$ cat src/rtl/srio_pkg.sv
// srio_pkg: shared SRIO constants, HELLO header field offsets, packer state encodings and length helpers
package srio_pkg;
  localparam logic [3:0] FTYPE_SWRITE = 4'h6;
  localparam logic [3:0] TTYPE_SWRITE = 4'h0;
  localparam int TID_LSB   = 56;
  localparam int FTYPE_LSB = 52;
  localparam int TTYPE_LSB = 48;
  localparam int PRIO_LSB  = 45;
  localparam int SIZE_LSB  = 36;
  localparam int ADDR_LSB  = 0;
  localparam int MAX_PKT_WORDS = 32;
  localparam logic [1:0] ST_IDLE    = 2'd0;
  localparam logic [1:0] ST_HDR     = 2'd1;
  localparam logic [1:0] ST_PAYLOAD = 2'd2;
  localparam logic [1:0] ST_DROP    = 2'd3;
  // A zero or out-of-range word count means a full-size packet.
  function automatic logic [5:0] eff_len(input logic [5:0] p);
    return (p == 6'd0 || p > 6'(MAX_PKT_WORDS)) ? 6'(MAX_PKT_WORDS) : p;
  endfunction
  // HELLO size field is bytes minus one, truncated to 8 bits (32 words -> 255).
  function automatic logic [7:0] size_field(input logic [5:0] n);
    logic [8:0] b;
    b = {n, 3'b000} - 9'd1;
    return b[7:0];
  endfunction
endpackage

$ cat src/rtl/srio_hello_hdr_build.sv
// srio_hello_hdr_build: combinational SRIO HELLO SWRITE header assembly
module srio_hello_hdr_build
  import srio_pkg::*;
(
  input  logic [7:0]  tid,
  input  logic [1:0]  prio,
  input  logic [7:0]  size,
  input  logic [31:0] addr,
  output logic [63:0] hdr
);
  // Place each field at its HELLO offset; all reserved bits stay zero.
  always_comb begin
    hdr = '0;
    hdr[TID_LSB +: 8]   = tid;
    hdr[FTYPE_LSB +: 4] = FTYPE_SWRITE;
    hdr[TTYPE_LSB +: 4] = TTYPE_SWRITE;
    hdr[PRIO_LSB +: 2]  = prio;
    hdr[SIZE_LSB +: 8]  = size;
    hdr[ADDR_LSB +: 34] = {2'b00, addr};
  end
endmodule

$ cat src/rtl/srio_swrite_pack_logic.sv
// srio_swrite_pack_logic: packs AXIS payload packets into SRIO HELLO SWRITE packets
module srio_swrite_pack_logic
  import srio_pkg::*;
(
  input  logic        AXIS_ACLK,
  input  logic        AXIS_ARESET,
  input  logic [63:0] S_AXIS_TDATA,
  input  logic        S_AXIS_TVALID,
  output logic        S_AXIS_TREADY,
  input  logic        S_AXIS_TLAST,
  input  logic [3:0]  S_AXIS_TDEST,
  output logic [63:0] M_AXIS_TDATA,
  output logic        M_AXIS_TVALID,
  input  logic        M_AXIS_TREADY,
  output logic        M_AXIS_TLAST,
  input  logic [31:0] cmd,
  input  logic [31:0] addr_0,
  input  logic [31:0] addr_1,
  input  logic [31:0] pkt_len,
  output logic [31:0] status
);
  logic [1:0]  state;
  logic [5:0]  len, cnt, cnt_nx, len_in;
  logic [7:0]  tid, size;
  logic [15:0] sent;
  logic [31:0] addr_sel;
  logic [63:0] hdr;
  logic        err_short, err_long, err_dest, hdr_out, out_free, dest_ok, accept;
  logic        unused_bits;
  assign out_free      = !M_AXIS_TVALID || M_AXIS_TREADY;
  assign dest_ok       = S_AXIS_TDEST < 4'd2;
  assign accept        = state == ST_PAYLOAD && out_free && S_AXIS_TVALID;
  assign cnt_nx        = cnt + 6'd1;
  assign len_in        = eff_len(pkt_len[5:0]);
  assign size          = size_field(len_in);
  assign addr_sel      = S_AXIS_TDEST[0] ? addr_1 : addr_0;
  assign S_AXIS_TREADY = (state == ST_PAYLOAD && out_free) || state == ST_DROP;
  assign status        = {sent, tid, 4'h0, err_dest, err_long, err_short, state != ST_IDLE};
  assign unused_bits   = ^{cmd[31:10], cmd[7:2], pkt_len[31:6]};
  srio_hello_hdr_build u_hdr (
    .tid  (tid),
    .prio (cmd[9:8]),
    .size (size),
    .addr (addr_sel),
    .hdr  (hdr)
  );
  // Packet FSM plus the one-entry output register; header TID/count advance only when the header leaves.
  always_ff @(posedge AXIS_ACLK or posedge AXIS_ARESET)
    if (AXIS_ARESET) begin
      state         <= ST_IDLE;
      len           <= '0;
      cnt           <= '0;
      tid           <= '0;
      sent          <= '0;
      err_short     <= 1'b0;
      err_long      <= 1'b0;
      err_dest      <= 1'b0;
      hdr_out       <= 1'b0;
      M_AXIS_TVALID <= 1'b0;
      M_AXIS_TDATA  <= '0;
      M_AXIS_TLAST  <= 1'b0;
    end else if (cmd[1]) begin
      state         <= ST_IDLE;
      cnt           <= '0;
      err_short     <= 1'b0;
      err_long      <= 1'b0;
      err_dest      <= 1'b0;
      hdr_out       <= 1'b0;
      M_AXIS_TVALID <= 1'b0;
      M_AXIS_TLAST  <= 1'b0;
    end else begin
      if (M_AXIS_TVALID && M_AXIS_TREADY) begin
        M_AXIS_TVALID <= 1'b0;
        hdr_out       <= 1'b0;
      end
      if (M_AXIS_TVALID && M_AXIS_TREADY && hdr_out) begin
        tid  <= tid + 8'd1;
        sent <= sent + 16'd1;
      end
      if (state == ST_IDLE && cmd[0])
        state <= ST_HDR;
      if (state == ST_HDR && S_AXIS_TVALID && !dest_ok) begin
        err_dest <= 1'b1;
        state    <= ST_DROP;
      end
      if (state == ST_HDR && S_AXIS_TVALID && dest_ok && out_free) begin
        M_AXIS_TDATA  <= hdr;
        M_AXIS_TVALID <= 1'b1;
        M_AXIS_TLAST  <= 1'b0;
        hdr_out       <= 1'b1;
        len           <= len_in;
        cnt           <= '0;
        state         <= ST_PAYLOAD;
      end
      if (accept) begin
        M_AXIS_TDATA  <= S_AXIS_TDATA;
        M_AXIS_TVALID <= 1'b1;
        M_AXIS_TLAST  <= S_AXIS_TLAST || cnt_nx == len;
        cnt           <= cnt_nx;
        if (S_AXIS_TLAST) begin
          state <= ST_HDR;
          if (cnt_nx < len) err_short <= 1'b1;
        end else if (cnt_nx == len) begin
          err_long <= 1'b1;
          state    <= ST_DROP;
        end
      end
      if (state == ST_DROP && S_AXIS_TVALID && S_AXIS_TLAST)
        state <= ST_HDR;
    end
endmodule

$ cat config.mk
export PLATFORM = sky130hd
export DESIGN_NAME = srio_swrite_pack_logic
export DESIGN_NICKNAME = d
export VERILOG_FILES = /design/src/rtl/srio_pkg.sv /design/src/rtl/srio_hello_hdr_build.sv /design/src/rtl/srio_swrite_pack_logic.sv
export SDC_FILE = /design/constraint.sdc
export NUM_CORES = 1
export LEC_CHECK = 0
export BUFFER_PORTS_ARGS = -buffer_cell sky130_fd_sc_hd__buf_2
export CAP_MARGIN = 20
export CORE_ASPECT_RATIO = 1.1
export CORE_MARGIN = 10
export CORE_UTILIZATION = 51
export DETAILED_ROUTE_END_ITERATION = 16
export PLACE_DENSITY = 0.87
export SYNTH_ARGS = -nofsm -noshare
export SYNTH_HDL_FRONTEND = slang
export SYNTH_HIERARCHICAL = 1
export SYNTH_SLANG_ARGS = --single-unit
export TNS_END_PERCENT = 100
$ cat constraint.sdc
create_clock -name AXIS_ACLK -period 7.1 [get_ports AXIS_ACLK]
set_clock_uncertainty 0.15 [all_clocks]
set_input_delay 0.355 -clock AXIS_ACLK [delete_from_list [all_inputs] [get_ports AXIS_ACLK]]
set_output_delay 0.355 -clock AXIS_ACLK [all_outputs]
set_load 0.01 [all_outputs]
==> impl_metrics.sql, run 1 <==
INSERT INTO impl_metrics (metric_group, metric, value, unit) VALUES
('run_status', 'status', 'finished, final reports clean', ''),
('timing', 'hold-worst-slack', '0.112', 'ns'),
('setup_path', 'start_kind', 'flip-flop', ''),
('power', 'share_clk_of_total_power', '26.8', '%'),
('setup_path', 'reg2reg_setup_slack', '4.20', 'ns'),
('clock_tree', 'clk-insertion-delay-late', '0.34', 'ns'),
('route', 'detail_route.drc_violations', '0', ''),
('hold_path', 'hold_start', 'S_AXIS_TVALID', ''),
('clock_tree', 'clock_tree_from_tritoncts', 'yes', ''),
('route', 'detail-route-antenna-nets', '0', ''),
('global_routing', 'globalRouteOverflowTotal', '0', ''),
('layout', 'n_fill_cell', '989', ''),
('setup_path', 'reg2reg_from', 'state[1]', ''),
('layout', 'insertedDiodeCount', '0', ''),
('route', 'drt-wirelength-per-cell', '18.1', 'µm'),
('placed_design', 'place.gp.congestion', '0.845', ''),
('clock_tree', 'clkTransAtPathRegs', '0.07', 'ns'),
('synth', 'synth-seq-area-share', '43.0', '%'),
('setup_path', 'worstSetupStartpoint', 'state[1]', ''),
('hold_path', 'worst_hold_path.num_cells', '2', ''),
('placed_design', 'placed_cells_incl_taps', '864', ''),
('route', 'initialDrtViolationCount', '168', ''),
('setup_path', 'path_max_fanout', '64', ''),
('route', 'first_pass_iters', '4', ''),
('global_routing', 'number_of_global_route_vias_before_repair', '4754', ''),
('layout', 'post_layout_nonfiller_instances', '881', ''),
('synth', 'syn-mean-instance-area', '11.6', 'µm²'),
('timing', 'totalNegativeSetupSlack', '0', 'ns'),
('clock_tree', 'cts_made_buffers', '9', ''),
('layout', 'finish.instance_area', '7450', 'µm²'),
('clock_tree', 'cts.sinks', '108', ''),
('power', 'intPower', '1.32', 'mW'),
('timing', 'timing_max_transition_violations_final', '0', ''),
('clock_tree', 'cts-root-to-sink-buffers', '2', ''),
('setup_path', 'critical_path_required', '7.17', 'ns'),
('synth', 'post_synth_num_cell_types', '40', ''),
('setup_path', 'end_of_the_worst_register_to_register_path', 'M_AXIS_TDATA[39]', ''),
('power', 'total_leakage_power', '3.72', 'nW'),
('layout', 'regArea', '2700', 'µm²'),
('synth', 'ys_dominant_reg_cell', 'dfrtp_1', ''),
('synth', 'synth_seq_cells', '108', ''),
('clock_tree', 'cts_post_setup_buffers_inserted', '0', ''),
('route', 'finalWirelength', '16.0', 'mm'),
('floorplan', 'initial_core_utilization', '52.2', '%'),
('layout', 'area_growth_syn_to_layout', '18.5', '%'),
('timing', 'max_clock_freq', '0.345', 'GHz'),
('timing', 'layout_min_cycle_time', '2.90', 'ns'),
('layout', 'layout.core_utilization', '61.9', '%'),
('hold_path', 'worstHoldEndpoint', 'state[1]', ''),
('timing', 'timing.max_slew.rel_slack', '37.5', '%'),
('placed_design', 'io_buffer_count', '241', ''),
('floorplan', 'fp.coreArea', '12000', 'µm²'),
('synth', 'synth_cells', '542', ''),
('layout', 'area_of_the_multi_input_gates', '2970', 'µm²'),
('setup_path', 'reg2regPathDepth', '5', ''),
('layout', 'num-nets-final', '933', ''),
('synth', 'number_of_enable_flip_flop_cells_after_synthesis', '0', ''),
('power', 'totalPowerFinal', '1.88', 'mW'),
('floorplan', 'die_w', '126', 'µm'),
('timing', 'worst_pin_slew', '0.938', 'ns'),
('placed_design', 'place_area', '7140', 'µm²'),
('synth', 'postSynth.asyncResetShare', '100', '%'),
('placed_design', 'detailedPlace.worstSlack', '4.09', 'ns'),
('global_routing', 'grt_start_max_net_pins', '75', ''),
('global_routing', 'grt_antenna_before_repair', '1', ''),
('timing', 'grt_setup_unrepaired', 'false', ''),
('synth', 'yosysWarnings', '6', ''),
('flow_run', 'maxCapViolations', '0', ''),
('power', 'power.density_cell_area', '253', 'nW/µm²'),
('synth', 'mappedNetlistArea', '6280', 'µm²'),
('setup_path', 'worstSetupEndpointType', 'flip-flop', '');
-- flip-flops by register name, indices dropped and copies added, names as in the netlist --
register       cells
M_AXIS_TDATA      64
M_AXIS_TLAST       1
M_AXIS_TVALID      1
cnt                6
err_dest           1
err_long           1
err_short          1
hdr_out            1
len                6
sent              16
state              2
tid                8
-- synth_stat cells (4+ instances only) --
master	instances	area share, %
mux2_1	4	0.72
buf_1	4	0.24
nor2_1	16	0.96
nand4_1	9	0.90
conb_1	4	0.24
nor2b_1	6	0.60
nand2b_1	6	0.60
nor3_1	4	0.32
xor2_1	6	0.84
o21ai_0	8	0.64
nand2_1	26	1.6
mux2_2	157	28
buf_4	77	9.2
clkbuf_1	10	0.60
a21oi_1	8	0.64
nand3_1	15	1.2
inv_1	10	0.60
a31oi_1	4	0.40
dfrtp_1	108	43
ha_1	10	2.0
xnor2_1	22	3.1
-- what timing repair did --
action | 4_1_cts | 5_1_grt
hold buffers | 1 | 0
setup endpoints to repair | 0 | 0
endpoints found under the hold margin | 34 | 0
-- placed cells by master, fill, tap and decap left out, drive strengths merged, types with 5 or more instances in the layout --
master  Yosys  layout
nor2       16      16
nand2b      6       6
xor2        6       6
nor2b       6       6
nand4       9       9
nand2      26      26
xnor2      22      22
mux2      161     161
clkbuf     10       9
o21ai       8       8
buf        83     244
conb        4      21
ha         10      10
a21oi       9       9
nand3      15      15
inv        10      11
nor3        5       5
dfrtp     108     108
-- routing by layer --
layer  share of wire, %  up-vias  global-route usage (%)
met5              0.081        -                       0
met4                1.2        2                    3.99
met3                7.0       18                    5.65
met2                 53      162                    33.1
met1                 39     2143                    20.0
li1                   -     2162                       -
-- cell type report --
type                       count  share of cell area [%]
multi-input combinational    348                    39.9
sequential                   108                    36.3
timing repair buffer         245                    16.6
clock buffer                   9                    3.02
tap                          154                    2.59
clock inverter                 7                    1.02
inverter                      10                   0.537
-- logic make-up after synthesis --
family / count (synthesis) / share of synthesized area (%)
muxes: 162 / 29.0
DFF: 108 / 43.0
buffers and inverters: 103 / 10.8
and+or+nand+nor: 96 / 7.86
AOI/OAI and AO/OA: 31 / 3.21
xor gates and xnor gates: 28 / 3.90
adders and majority gates: 10 / 1.99
other: 4 / 0.239
-- worst max-delay path, cell delays in order, from the launching register on --
cell and delay [ns]:
dfrtp_1 0.43, nand3b_1 0.28, or3_1 0.60, a21oi_4 0.18, buf_4 0.67, mux2_2 0.42
-- power groups by stage --
stage	Combinational (mW)	Clock (mW)	Sequential, mW
finish	0.542	0.504	0.836
global route	0.593	0.546	0.857
CTS	0.559	0.519	0.838
detailed placement	0.557	0	0.850
global placement	0.539	0	0.834
floorplan	0.250	0	0.915
-- how the worst max path moves through the flow --
stage,to,slack [ns],cells after the start
after floorplan,M_AXIS_TDATA[0],3.75,1
after global placement,M_AXIS_TDATA[11],4.10,6
after detailed placement,M_AXIS_TDATA[53],4.09,6
after global routing,M_AXIS_TDATA[37],4.04,5
after CTS,M_AXIS_TDATA[53],4.21,5
final,M_AXIS_TDATA[39],4.20,5
Power figures use the tool's default switching activity.
==> run 2, diff against run 1 <==
--- a/config.mk
+++ b/config.mk
@@ -9,9 +9,9 @@
 export CAP_MARGIN = 20
 export CORE_ASPECT_RATIO = 1.1
 export CORE_MARGIN = 10
-export CORE_UTILIZATION = 51
+export CORE_UTILIZATION = 43
 export DETAILED_ROUTE_END_ITERATION = 16
-export PLACE_DENSITY = 0.87
+export PLACE_DENSITY = 0.78
 export SYNTH_ARGS = -nofsm -noshare
 export SYNTH_HDL_FRONTEND = slang
 export SYNTH_HIERARCHICAL = 1
==> constraint.sdc (replaced) <==
create_clock -name AXIS_ACLK -period 2.6 [get_ports AXIS_ACLK]
set_clock_uncertainty 0.15 [all_clocks]
set_input_delay 0.13 -clock AXIS_ACLK [delete_from_list [all_inputs] [get_ports AXIS_ACLK]]
set_output_delay 0.13 -clock AXIS_ACLK [all_outputs]
set_load 0.01 [all_outputs]
==> run 2 against run 1 <==
First-iteration DRC count shrank 32%. Sequential power grew to 2.7 times the previous value. Sequential cell count is the same. Clock-buffer cell count increased by 3. Final area is 12% higher. Critical endpoint is now M_AXIS_TDATA[19]. Largest cell class unchanged.
==> impl_metrics.sql, run 2 (synthesis results as in run 1) <==
INSERT INTO impl_metrics (metric_group, metric, value, unit) VALUES
('timing', 'report.final.hold_viol_count', '0', ''),
('timing', 'timing_max_transition_violations_final', '0', ''),
('power', 'p_comb_share', '29.6', '%'),
('power', 'intPower', '3.73', 'mW'),
('floorplan', 'design.portCount', '300', ''),
('setup_path', 'reg2regPathDepth', '5', ''),
('floorplan', 'fp.coreArea', '14400', 'µm²'),
('flow_run', 'maxCapViolations', '0', ''),
('clock_tree', 'cts_made_buffers', '9', ''),
('clock_tree', 'cts_post_setup_buffers_inserted', '0', ''),
('clock_tree', 'clock_tree_from_tritoncts', 'yes', ''),
('clock_tree', 'cts-root-to-sink-buffers', '2', ''),
('setup_path', 'worstSetupEndpointType', 'flip-flop', ''),
('clock_tree', 'cts_root_buffer', 'clkbuf_16', ''),
('setup_path', 'path_max_fanout', '37', ''),
('hold_path', 'hold_start', 'S_AXIS_TDATA[27]', ''),
('global_routing', 'global_route_wire_length_before_repair', '27.2', 'mm'),
('setup_path', 'reg2reg_setup_slack', '0.21', 'ns'),
('clock_tree', 'clk-insertion-delay-late', '0.35', 'ns'),
('setup_path', 'end_of_the_worst_register_to_register_path', 'M_AXIS_TDATA[19]', ''),
('route', 'drt-wirelength-per-cell', '17.0', 'µm'),
('route', 'vias_per_std_cell', '4.81', ''),
('setup_path', 'critical_path_type', 'flip-flop to flip-flop', ''),
('timing', 'timing.max_slew.rel_slack', '53.0', '%'),
('clock_tree', 'hold_buffers', '70', ''),
('floorplan', 'die_w', '135', 'µm'),
('timing', 'setup_viol_count_final', '0', ''),
('route', 'initialDrtViolationCount', '115', ''),
('global_routing', 'globalRouteOverflowTotal', '0', ''),
('timing', 'finalWorstSetupSlack', '0.215', 'ns'),
('setup_path', 'arrival', '2.46', 'ns'),
('hold_path', 'hp-class', 'input pin to flip-flop', ''),
('power', 'switchingPower', '1.53', 'mW'),
('timing', 'worst_pin_slew', '0.704', 'ns'),
('power', 'share_clk_of_total_power', '27.1', '%'),
('timing', 'finalCritPeriodShare', '91.7', '%'),
('floorplan', 'initial_core_utilization', '43.7', '%'),
('layout', 'biggestRegsByFlops', 'M_AXIS_TDATA (64), sent (16), tid (8)', ''),
('timing', 'layout_min_cycle_time', '2.39', 'ns'),
('layout', 'post_layout_nonfiller_instances', '997', ''),
('layout', 'regMostFlops', 'M_AXIS_TDATA', ''),
('placed_design', 'placed_cells_incl_taps', '909', ''),
('global_routing', 'grt_antenna_before_repair', '2', ''),
('layout', 'most_common_cell_after_layout_fill_and_taps_aside', 'buf_2', ''),
('setup_path', 'critical_path_required', '2.67', 'ns'),
('clock_tree', 'clkTransAtPathRegs', '0.07', 'ns'),
('global_routing', 'number_of_global_route_vias_before_repair', '5150', ''),
('floorplan', 'fp.dieArea', '19900', 'µm²'),
('power', 'total_leakage_power', '4.06', 'nW'),
('power', 'power.density_cell_area', '632', 'nW/µm²'),
('power', 'highest_ir_drop_seen_on_vdd', '0.304', 'mV'),
('floorplan', 'rows', '46', ''),
('timing', 'hold-worst-slack', '0.0161', 'ns'),
('timing', 'max_clock_freq', '0.419', 'GHz'),
('setup_path', 'start_kind', 'flip-flop', ''),
('layout', 'largest_reg_flops', '64', ''),
('route', 'finalWirelength', '16.9', 'mm'),
('layout', 'num-nets-final', '1009', ''),
('global_routing', 'gr-usage-all-layers', '16.8', '%'),
('route', 'vias', '4796', ''),
('placed_design', 'detailed_place_hpwl', '12.0', 'mm'),
('route', 'first_pass_iters', '4', ''),
('placed_design', 'io_buffer_count', '241', ''),
('hold_path', 'worstHoldEndpoint', 'M_AXIS_TDATA[27]', ''),
('setup_path', 'reg2reg_from', 'state[1]', ''),
('hold_path', 'worst_hold_path.num_cells', '3', ''),
('floorplan', 'die_height', '147', 'µm'),
('route', 'detail_route.drc_violations', '0', ''),
('run_status', 'status', 'finished, final reports clean', ''),
('power', 'switching_share', '29.0', '%'),
('route', 'detail-route-antenna-nets', '0', ''),
('placed_design', 'detailedPlace.worstSlack', '0.215', 'ns'),
('clock_tree', 'cts.sinks', '108', ''),
('global_routing', 'grt_start_max_net_pins', '109', ''),
('timing', 'grt_setup_unrepaired', 'false', ''),
('layout', 'most-common-layout-cells', '241 x buf_2, 157 x mux2_2, 108 x dfrtp_1, 70 x dlygate4sd3_1, 26 x nand2_1', ''),
('clock_tree', 'cts-resized-gates', '0', ''),
('clock_tree', 'cts_htree_levels', '3', ''),
('power', 'seqPwrFrac', '43.3', '%'),
('layout', 'post_route_cells_drive_above_1_share', '53.3', '%'),
('placed_design', 'place.gp.congestion', '0.859', ''),
('timing', 'totalNegativeSetupSlack', '0', 'ns'),
('layout', 'area_growth_syn_to_layout', '32.4', '%');
[run 2: changes by cell type in the layout (fill, tap and decap cells not counted), sizes merged]
cell         delta
clkbuf          +3
diode           +2
dlygate4sd3    +69
inv             -1
clkinv          -2
buf             +7
[run 2: cell type report]
| cell class | count | area [µm²] |
|---|---|---|
| Sequential cell | 108 | 2700 |
| Multi-Input combinational cell | 348 | 2970 |
| Tap cell | 192 | 240 |
| Fill cell | 1154 | 6070 |
| Timing Repair Buffer | 321 | 2040 |
| Clock inverter | 4 | 56.3 |
| Inverter | 10 | 41.3 |
| Antenna cell | 2 | 5.00 |
| Clock buffer | 12 | 256 |
[run 2: worst max path at each step]
stage | to | startpoint
after global routing | M_AXIS_TDATA[19] | state[1]
after floorplan | M_AXIS_TDATA[17] | M_AXIS_TVALID
after global placement | M_AXIS_TDATA[19] | state[1]
after detailed placement | M_AXIS_TDATA[27] | state[1]
final | M_AXIS_TDATA[19] | state[1]
after CTS | M_AXIS_TDATA[27] | state[1]
[run 2: power groups by stage]
stage	combinational, mW	sequential (mW)	clock, mW
finish	1.56	2.28	1.43
global route	1.70	2.34	1.54
CTS	1.58	2.28	1.48
detailed placement	1.49	2.31	0
global placement	1.46	2.28	0
floorplan	0.684	2.50	0
[run 2: critical path, stage by stage, from the launching register on]
cell and delay (ns):
dfrtp_1 0.42, nand3b_1 0.28, or3_1 0.46, a21oi_4 0.29, buf_12 0.26, mux2_2 0.37
[run 2: per-layer routing]
layer  track usage [%]  vias to the layer above  wire, µm
met3              5.12                       25      1380
met4              6.84                        0       420
met5                 0                        -         0
met2              29.3                      172      8620
li1                  -                     2331         -
met1              18.3                     2268      6510
[run 2: through the flow]
step           cell area, µm²  util (%)  total power [mW]
2_1_floorplan            6350         -              3.18
3_3_place_gp             7300      50.7              3.74
3_5_place_dp             7300      50.7              3.80
4_1_cts                  8320      57.8              5.34
5_1_grt                  8320      57.8              5.57
6_report                 8320      57.8              5.26
==> run 3, diff against run 2 <==
--- a/config.mk
+++ b/config.mk
@@ -9,11 +9,10 @@
 export CAP_MARGIN = 20
 export CORE_ASPECT_RATIO = 1.1
 export CORE_MARGIN = 10
-export CORE_UTILIZATION = 43
+export CORE_UTILIZATION = 41
 export DETAILED_ROUTE_END_ITERATION = 16
-export PLACE_DENSITY = 0.78
+export PLACE_DENSITY = 0.77
 export SYNTH_ARGS = -nofsm -noshare
 export SYNTH_HDL_FRONTEND = slang
-export SYNTH_HIERARCHICAL = 1
 export SYNTH_SLANG_ARGS = --single-unit
 export TNS_END_PERCENT = 100
==> run 3 against run 2 <==
Clock-buffer cell count down 1. Worst setup slack worse by 0.12 ns. Synthesized cell count fell by 16%. Final area is 5.6% lower. Register-to-register slack got worse by 0.12 ns. Fmax fell by 4.7%. Die area fell by 5.9%. Sequential share of layout area increased by 1.9 points. Wire length up 8.1%. First-iteration DRC count up 130%. Cell count is 5.7% lower. Highest routed layer unchanged.
==> impl_metrics.sql, run 3 <==
INSERT INTO impl_metrics (metric_group, metric, value, unit) VALUES
('floorplan', 'fp.dieArea', '18700', 'µm²'),
('layout', 'area_growth_syn_to_layout', '40.7', '%'),
('placed_design', 'place_area', '6960', 'µm²'),
('clock_tree', 'cts_htree_levels', '3', ''),
('route', 'detail_route.drc_violations', '0', ''),
('layout', 'largest_reg_flops', '64', ''),
('timing', 'worst_pin_slew', '0.787', 'ns'),
('route', 'drt-wirelength-per-cell', '19.5', 'µm'),
('power', 'total_leakage_power', '3.97', 'nW'),
('clock_tree', 'clk-insertion-delay-late', '0.35', 'ns'),
('synth', 'synth_cells', '453', ''),
('global_routing', 'gr-usage-met1', '23.0', '%'),
('floorplan', 'initial_core_utilization', '42.1', '%'),
('clock_tree', 'cts.sinks', '108', ''),
('synth', 'synth-seq-area-share', '48.4', '%'),
('floorplan', 'rows', '44', ''),
('route', 'initialDrtViolationCount', '262', ''),
('layout', 'regMostFlops', 'M_AXIS_TDATA', ''),
('clock_tree', 'cts_root_buffer', 'clkbuf_16', ''),
('synth', 'mappedNetlistArea', '5580', 'µm²'),
('layout', 'post_route_cells_drive_above_1_share', '52.8', '%'),
('synth', 'synthMostInstantiatedCell', 'mux2_2', ''),
('setup_path', 'path_max_fanout', '18', ''),
('setup_path', 'worstSetupEndpointType', 'flip-flop', ''),
('timing', 'setup_viol_count_final', '0', ''),
('layout', 'finish.instance_area', '7850', 'µm²'),
('route', 'first_pass_iters', '4', ''),
('timing', 'grt_setup_unrepaired', 'false', ''),
('synth', 'ys_dominant_reg_cell', 'dfrtp_1', ''),
('power', 'highest_ir_drop_seen_on_vdd', '0.417', 'mV'),
('timing', 'layout_min_cycle_time', '2.50', 'ns'),
('global_routing', 'gr-usage-all-layers', '19.1', '%'),
('synth', 'postSynth.asyncResetShare', '100', '%'),
('clock_tree', 'cts_made_buffers', '9', ''),
('global_routing', 'globalRouteOverflowTotal', '0', ''),
('placed_design', 'io_buffer_count', '241', ''),
('setup_path', 'arrival', '2.58', 'ns'),
('route', 'vias_per_std_cell', '5.04', ''),
('setup_path', 'reg2regPathDepth', '5', ''),
('route', 'detail-route-antenna-nets', '0', ''),
('layout', 'biggestRegsByFlops', 'M_AXIS_TDATA (64), sent (16), tid (8)', ''),
('floorplan', 'die_w', '131', 'µm'),
('flow_run', 'maxCapViolations', '0', ''),
('placed_design', 'detailedPlace.worstSlack', '0.100', 'ns'),
('route', 'vias', '4741', ''),
('synth', 'yosysWarnings', '0', ''),
('global_routing', 'grt_start_max_net_pins', '51', ''),
('synth', 'synth_seq_cells', '108', ''),
('clock_tree', 'clkTransAtPathRegs', '0.07', 'ns'),
('power', 'totalPowerFinal', '4.99', 'mW'),
('floorplan', 'die_height', '142', 'µm'),
('timing', 'timing_max_transition_violations_final', '0', ''),
('timing', 'finalCritPeriodShare', '96.3', '%'),
('layout', 'most_common_cell_after_layout_fill_and_taps_aside', 'buf_2', ''),
('synth', 'syn-mean-instance-area', '12.3', 'µm²'),
('timing', 'max_clock_freq', '0.400', 'GHz'),
('layout', 'layout.core_utilization', '59.2', '%'),
('timing', 'timing.max_slew.rel_slack', '47.4', '%'),
('setup_path', 'reg2reg_setup_slack', '0.1', 'ns'),
('setup_path', 'start_kind', 'flip-flop', ''),
('synth', 'post_synth_num_cell_types', '47', ''),
('global_routing', 'number_of_global_route_vias_before_repair', '5126', ''),
('global_routing', 'globalRoute.busiestLayer', 'met2', ''),
('synth', 'yosys-top-cells-area', 'dfrtp_1 48%, mux2_2 25%, xnor2_1 3.0%', ''),
('synth', 'number_of_enable_flip_flop_cells_after_synthesis', '0', ''),
('floorplan', 'fp.coreArea', '13300', 'µm²'),
('global_routing', 'grtUsageMet2', '33.0', '%'),
('global_routing', 'globalRouteMet3Util', '5.05', '%'),
('hold_path', 'hp-class', 'input pin to flip-flop', ''),
('timing', 'totalNegativeSetupSlack', '0', 'ns'),
('global_routing', 'grt_antenna_before_repair', '0', ''),
('placed_design', 'place.gp.congestion', '0.870', ''),
('clock_tree', 'cts-root-to-sink-buffers', '2', ''),
('setup_path', 'critical_path_required', '2.67', 'ns'),
('power', 'power.density_cell_area', '636', 'nW/µm²'),
('global_routing', 'global_route_wire_length_before_repair', '28.7', 'mm'),
('timing', 'report.final.hold_viol_count', '0', ''),
('synth', 'synth_top_area_share', '48.4', '%'),
('synth', 'synth.top_cells.by_count', '122 x mux2_2, 108 x dfrtp_1, 25 x nand2_1, 19 x xnor2_1, 17 x a22o_1', ''),
('setup_path', 'crit_end', 'M_AXIS_TDATA[46]', ''),
('layout', 'num-nets-final', '963', ''),
('setup_path', 'worstSetupStartpoint', 'state[1]', ''),
('setup_path', 'end_of_the_worst_register_to_register_path', 'M_AXIS_TDATA[46]', ''),
('setup_path', 'critical_path_type', 'flip-flop to flip-flop', ''),
('route', 'finalWirelength', '18.3', 'mm'),
('timing', 'finalWorstSetupSlack', '0.0972', 'ns'),
('hold_path', 'hold_start', 'S_AXIS_TDATA[7]', ''),
('synth', 'largest_area_contributor_in_the_synthesized_netlist', 'dfrtp_1', ''),
('placed_design', 'detailed_place_hpwl', '13.8', 'mm'),
('run_status', 'status', 'finished, final reports clean', ''),
('layout', 'most-common-layout-cells', '241 x buf_2, 122 x mux2_2, 108 x dfrtp_1, 60 x dlygate4sd3_1, 24 x nand2_1', ''),
('setup_path', 'reg2reg_from', 'state[1]', ''),
('clock_tree', 'clock_tree_from_tritoncts', 'yes', ''),
('floorplan', 'design.portCount', '300', '');
## run 3: changes by cell type after synthesis, sizes merged, moves of 4 or more
cell | previous run | this run
mux2i | 1 | 6
inv | 10 | 15
buf | 83 | 15
a22o | 0 | 17
nand3 | 15 | 10
a21oi | 9 | 5
o22a | 0 | 5
mux2 | 161 | 122
## run 3: final cells by class
| cell class | instances | area [µm²] |
|---|---|---|
| sequential | 108 | 2700 |
| fill | 1061 | 5420 |
| inverter | 15 | 60.1 |
| tap | 184 | 230 |
| multi-input combinational | 306 | 2680 |
| clock buffer | 11 | 243 |
| timing repair buffer | 312 | 1910 |
| clock inverter | 2 | 13.8 |
| antenna | 2 | 5.00 |
## run 3: cells by family (layout without fill, tap and decap cells)
kind of cell	count (synthesis)	in the layout	synth area share, %
mux	128	128	25.7
flops	108	108	48.4
simple gates	92	92	8.88
compound gates	44	44	6.19
buf+inv	42	340	4.10
xor+xnor	28	28	4.39
fa+ha+maj	10	10	2.24
other cells	1	6	0.0672
## run 3: critical path, stage by stage (launching register included)
cell and delay (ns):
dfrtp_1 0.39, or4_4 0.55, or3_4 0.42, a21oi_4 0.20, buf_4 0.29, mux2_2 0.37
## run 3: per-stage QoR
step,hold WS [ns],cells
floorplan,0.0873,456
global placement,0.148,864
detailed placement,0.164,864
CTS,0.0000170,938
global route,0.00608,938
finish,0.0108,940
## run 3: repair_timing
action | in CTS | in global routing
resized for setup | 0 | 5
setup endpoints to repair | 0 | 1
hold buffers | 61 | 0
setup buffers | 0 | 1
hold endpoints to repair | 93 | 0
## run 3: per-layer routing
layer  routed length [µm]  vias to the layer above
met4                  228                        0
met1                 7280                     2309
li1                     -                     2213
met3                 1600                       14
met5                    0                        -
met2                 9200                      205
## run 3: worst min-delay path by stage
| stage | to | slack, ns | cells past startpoint |
|---|---|---|---|
| floorplan | M_AXIS_TVALID | 0.09 | 1 |
| global placement | sent[8] | 0.15 | 2 |
| detailed placement | sent[7] | 0.16 | 2 |
| CTS | M_AXIS_TDATA[28] | 0.00002 | 3 |
| global route | M_AXIS_TDATA[28] | 0.006 | 3 |
| finish | M_AXIS_TDATA[7] | 0.01 | 3 |
## run 3: where the power goes
group,switching [mW],internal [mW],leakage (nW)
combinational,0.705,0.775,2.45
clock,0.576,0.661,0.127
sequential,0.209,2.07,1.39
